<file path="config.mk">
export PLATFORM = sky130hd
export DESIGN_NAME = rc4_phase_sequencer
export DESIGN_NICKNAME = d
export VERILOG_FILES = /design/src/rtl/rc4_phase_sequencer.sv
export SDC_FILE = /design/constraint.sdc
export NUM_CORES = 1
export LEC_CHECK = 0
export BUFFER_PORTS_ARGS = -buffer_cell sky130_fd_sc_hd__buf_2
export CORE_UTILIZATION = 50
export DETAILED_ROUTE_END_ITERATION = 7
export PLACE_DENSITY_LB_ADDON = 0.3
export SETUP_SLACK_MARGIN = 0.3
export SYNTH_ARGS = -nofsm -noshare
export SYNTH_HDL_FRONTEND = slang
export SYNTH_SLANG_ARGS = --single-unit
</file>
<file path="constraint.sdc">
create_clock -name clk -period 3.27 [get_ports clk]
set_input_delay 0.4905 -clock clk [delete_from_list [all_inputs] [get_ports clk]]
set_output_delay 0.4905 -clock clk [all_outputs]
set_load 0.03 [all_outputs]
</file>
<file path="src/rtl/rc4_phase_sequencer.sv">
// RC4 key-search phase sequencer: walks each candidate key through the
// init, shuffle, decrypt and check engines and grants the shared S-memory
// port to whichever engine owns the current phase.
module rc4_phase_sequencer #(
    parameter logic [23:0] KEY_START = 24'h000000,
    parameter logic [23:0] KEY_MAX   = 24'h3FFFFF
) (
    input  logic        clk,
    input  logic        rst_n,
    input  logic        go,
    input  logic        abort,

    output logic        init_start,
    output logic        shfl_start,
    output logic        deco_start,
    output logic        chk_start,

    input  logic        init_done,
    input  logic        shfl_done,
    input  logic        deco_done,
    input  logic        chk_done,
    input  logic        chk_pass,

    input  logic [7:0]  init_addr,
    input  logic [7:0]  init_data,
    input  logic        init_wren,
    input  logic [7:0]  shfl_addr,
    input  logic [7:0]  shfl_data,
    input  logic        shfl_wren,
    input  logic [7:0]  deco_addr,
    input  logic [7:0]  deco_data,
    input  logic        deco_wren,

    output logic [7:0]  mem_addr,
    output logic [7:0]  mem_data,
    output logic        mem_wren,

    output logic [23:0] key,
    output logic        busy,
    output logic        found,
    output logic        not_found
);

    localparam int unsigned KEY_W = 24;
    localparam int unsigned MEM_W = 8;

    typedef enum logic [2:0] {
        S_IDLE    = 3'd0,
        S_INIT    = 3'd1,
        S_SHFL    = 3'd2,
        S_DECO    = 3'd3,
        S_CHECK   = 3'd4,
        S_NEXT    = 3'd5,
        S_FOUND   = 3'd6,
        S_EXHAUST = 3'd7
    } state_e;

    state_e             state_q, state_d;
    logic               entry_q, entry_d;
    logic [KEY_W-1:0]   key_q, key_d;
    logic               found_q, found_d;
    logic               not_found_q, not_found_d;

    // State, key and status registers; reset abandons any search in flight.
    always_ff @(posedge clk or negedge rst_n) begin
        if (!rst_n) begin
            state_q     <= S_IDLE;
            entry_q     <= 1'b0;
            key_q       <= KEY_START;
            found_q     <= 1'b0;
            not_found_q <= 1'b0;
        end else begin
            state_q     <= state_d;
            entry_q     <= entry_d;
            key_q       <= key_d;
            found_q     <= found_d;
            not_found_q <= not_found_d;
        end
    end

    // Next-state logic; abort overrides go and every engine done pulse.
    always_comb begin
        state_d     = state_q;
        key_d       = key_q;
        found_d     = found_q;
        not_found_d = not_found_q;

        if (abort) begin
            state_d     = S_IDLE;
            found_d     = 1'b0;
            not_found_d = 1'b0;
        end else begin
            unique case (state_q)
                S_IDLE, S_FOUND, S_EXHAUST: begin
                    if (go) begin
                        state_d     = S_INIT;
                        key_d       = KEY_START;
                        found_d     = 1'b0;
                        not_found_d = 1'b0;
                    end
                end
                S_INIT: begin
                    if (init_done) state_d = S_SHFL;
                end
                S_SHFL: begin
                    if (shfl_done) state_d = S_DECO;
                end
                S_DECO: begin
                    if (deco_done) state_d = S_CHECK;
                end
                S_CHECK: begin
                    if (chk_done) begin
                        if (chk_pass) begin
                            state_d = S_FOUND;
                            found_d = 1'b1;
                        end else if (key_q == KEY_MAX) begin
                            state_d     = S_EXHAUST;
                            not_found_d = 1'b1;
                        end else begin
                            state_d = S_NEXT;
                        end
                    end
                end
                S_NEXT: begin
                    state_d = S_INIT;
                    key_d   = key_q + KEY_W'(1);
                end
                default: begin
                    state_d = S_IDLE;
                end
            endcase
        end

        // Flags the first cycle spent in a newly entered state.
        entry_d = (state_d != state_q);
    end

    // Start pulses, S-memory grant and busy decoded from the registered state.
    always_comb begin
        init_start = 1'b0;
        shfl_start = 1'b0;
        deco_start = 1'b0;
        chk_start  = 1'b0;
        mem_addr   = MEM_W'(0);
        mem_data   = MEM_W'(0);
        mem_wren   = 1'b0;
        busy       = 1'b0;

        unique case (state_q)
            S_INIT: begin
                init_start = entry_q;
                mem_addr   = init_addr;
                mem_data   = init_data;
                mem_wren   = init_wren;
                busy       = 1'b1;
            end
            S_SHFL: begin
                shfl_start = entry_q;
                mem_addr   = shfl_addr;
                mem_data   = shfl_data;
                mem_wren   = shfl_wren;
                busy       = 1'b1;
            end
            S_DECO: begin
                deco_start = entry_q;
                mem_addr   = deco_addr;
                mem_data   = deco_data;
                mem_wren   = deco_wren;
                busy       = 1'b1;
            end
            S_CHECK: begin
                chk_start = entry_q;
                busy      = 1'b1;
            end
            S_NEXT: begin
                busy = 1'b1;
            end
            default: begin
                busy = 1'b0;
            end
        endcase

        // An abort cycle must never launch an engine or write S-memory.
        if (abort) begin
            init_start = 1'b0;
            shfl_start = 1'b0;
            deco_start = 1'b0;
            chk_start  = 1'b0;
            mem_wren   = 1'b0;
        end
    end

    assign key       = key_q;
    assign found     = found_q;
    assign not_found = not_found_q;

endmodule

</file>
==> key figures <==
Run status
  – Status: finished, final reports clean

Worst setup path
  – Worst Setup End Kind: primary output
  – Crit Path Max Fanout: 21
  – Delay of the slowest critical-path stage: 0.61 ns
  – CP Data Arrival Time: 2.15 ns
  – Startpoint types: register
  – Critical Path Start: state_q[1]
  – Crit path buffers/inverters: 2
  – Slowest CP cell: dfrtp_1
  – CP top delay family: simple AND/OR/NAND/NOR gates
  – Critical path class: register to primary output
  – Cell Chain, Critical Path: buf_4 -> or3_1 -> nor3b_1 -> buf_2
  – Reg2Reg Launch Point: state_q[1]
  – Req. time, crit path: roughly 2.8 ns

Layout
  – Antenna diodes: 0
  – Final core occ: 69.81%
  – Fill cell count: ~330
  – Synth-to-Final Area Change: 30.96%
  – Nets@finish: 418
  – Multi-input logic area: 1331 sq um
  – Register Area: 750.7 sq um
  – Non-Filler Instances: 407
  – Fraction of layout cells with a size suffix above 1: 39.50%

Global routing
  – Largest net degree at the start of global routing: 31
  – GR Util met1: approximately a third
  – First-pass GRT wire length: 9004 microns
  – Initial antenna violation count: 0
  – Total GRT Usage: between 20% and 30%
  – GR Layer Usage met2: 40.81%
  – Met3 GRT Util: 6.833%
  – Vias in the first global route: 2040
  – Gr busiest metal: met2
  – Total grt overflow: 0

Logic synthesis
  – Cell with the most instances after synthesis: nor2_1
  – Post-synth top area share: 34.46%
  – Seq cells post-synth: 30
  – Synth Instances: 257
  – EDFF count, synth: 0
  – Syn avg cell area: 8.476 sq um
  – Synth unique cells: 40
  – Syn. warnings: 0
  – Share of the yosys chip area belonging to registers: 34.46%
  – Mapped Area: 2178 sq um
  – Synth area leader: dfrtp_1
  – Main synth FF type: dfrtp_1
  – Asr flop ratio synth: between 90% and 100%
  – Synthesized Nets: 318
  – Top post-synthesis cells by area: dfrtp_1 34%, mux2_2 8.8%, nor2_1 6.7%
  – Commonest cells in the netlist: 39 x nor2_1, 30 x dfrtp_1, 17 x a22oi_1, 17 x mux2_2, 15 x nor3_1

STA
  – Final setup viols: 0
  – Slew Viols, Final: 0
  – Fmax: 378.7 MHz
  – Final Critical Period: about 2.6 ns
  – Worst Tran Pin Value: about 0.66 ns
  – RSZ-0062 raised after global routing: false
  – Minimum hold slack: 0.2399 ns
  – Part of the cycle the worst path needs: 80.75%
  – Max Clock Skew: 0.004130 ns
  – Fin. Hold Viols: 0
  – Slew HR: 56.11%
  – Setup TNS: 0 ns

Placement
  – PortBufs: 107
  – Half-perimeter wire length after placement: 4239 microns
  – Final GP Congestion: 0.9259
  – DP Cell Count: 400

Routing
  – Post-Route WL: around 5700 microns
  – Initial detailed-routing violation count: 140
  – Drt first pass iters: 4
  – Vias per cell: about 5.7
  – DRC errors left: 0
  – Via count: roughly 2300
  – ANT nets after route: 0
  – WL per Instance: between 10 and 15 microns

Pwr
  – Leakage power: 1.382 nW
  – Part of the power in registers: a little under two fifths
  – Final Power: 0.001065 W
  – Clock Power Share: between 30% and 40%
  – Comb pwr share: between 20 and 30%
  – Sw Pwr: 0.0003271 W
  – Cell area power density: 373.4 nW/um^2
  – Net Sw Frac: 30.71%
  – VDD IR-drop max: 0.1933 mV
  – Pint: between 0.0007 and 0.0008 W

Floorplanning
  – Die ar.: 4625 sq um
  – Row cnt: 23
  – Ports: 108
  – Die Ht: 68.01 microns
  – CORE AREA: 4086 sq um
  – Die Span X: 68.01 microns
  – Initial Utilization: 53.31%

CTS
  – CTS tree: done
  – Post-CTS resize count: 0
  – Sink Count: 30
  – Hold_buf cts: 0
  – Setup Buffers After CTS: 0
  – Longest Clk Path Bufs: 2
  – H-tree Lvls: 2
  – TritonCTS Buffers: 5
  – Clock-pin transition on the worst setup and hold timing paths: around 0.060 ns
  – Root buffer cell: clkbuf_8
  – Clk_lat worst skew: 0.28 ns

Job
  – Max_cap viols: 0

Hold path
  – Min-delay worst type: input port to asynchronous set/reset pin
[sequential cells by signal, indices dropped and copies added, names as in the netlist]
| register | count |
|---|---|
| key | 24 |
| state_q | 3 |
| entry_q | 1 |
| found | 1 |
| not_found | 1 |
[logic make-up after synthesis]
group,count (synthesis),share of synthesized area (%)
AOI/OAI and AO/OA,49,16.03
adders and majority gates,1,0.5743
xor gates and xnor gates,19,7.639
and+or+nand+nor,116,27.86
buffers and inverters,25,4.653
DFF,30,34.46
muxes,17,8.788
[layout by cell type (no fill, tap or decap), drive strengths merged, types with 3 or more instances in the layout]
| cell | n |
|---|---|
| or3 | 4 |
| inv | 6 |
| o21ai | 7 |
| nor4 | 7 |
| clkbuf | 6 |
| mux2 | 17 |
| and4 | 4 |
| nor3b | 4 |
| dfrtp | 30 |
| nand2 | 13 |
| nor2b | 4 |
| a21oi | 9 |
| xor2 | 5 |
| nand2b | 6 |
| xnor2 | 14 |
| a22oi | 17 |
| nand3 | 10 |
| nand4 | 5 |
| a211oi | 3 |
| nor3 | 15 |
| a31oi | 4 |
| buf | 112 |
| nor2 | 39 |
[layer usage]
layer | wire (microns) | vias up
met3 | 382 | 18
met1 | 2344 | 1076
li1 | - | 1122
met2 | 2848 | 106
met5 | 0 | -
met4 | 168 | 0
[worst paths after layout]
kind | depth (start not counted) | slack, ns | end
min reg2reg | 2 | 0.57 | key[11]
max reg2reg | 5 | 0.86 | key[7]
max in group asynchronous | 1 | 2.60 | state_q[0]
min | 1 | 0.24 | key[17]
min in group clk | 3 | 0.54 | found
max | 4 | 0.63 | chk_start
[area by class of cell]
type	count	share of cell area, %
Clock buffer	6	2.895
Clock inverter	1	1.053
Inverter	6	0.7895
Multi-Input combinational cell	202	46.67
Sequential cell	30	26.32
Tap cell	50	2.193
Timing Repair Buffer	112	20.09
[power groups by stage]
stage	combinational [W]	clock, W	sequential [W]
finish	0.000295	0.000375	0.000395
global route	0.000320	0.000400	0.000396
CTS	0.000295	0.000383	0.000394
detailed placement	0.000293	0	0.000401
global placement	0.000290	0	0.000400
floorplan	0.000210	0	0.000391
[stage by stage]
step / area [sq um] / setup WS [ns]
after floorplan: 2178 / 0.8326
after global placement: 2740 / 0.9398
after detailed placement: 2740 / 0.9085
after CTS: 2853 / 0.6567
after global routing: 2853 / 0.5072
final: 2853 / 0.6296
(Power assumes the default switching activity.)
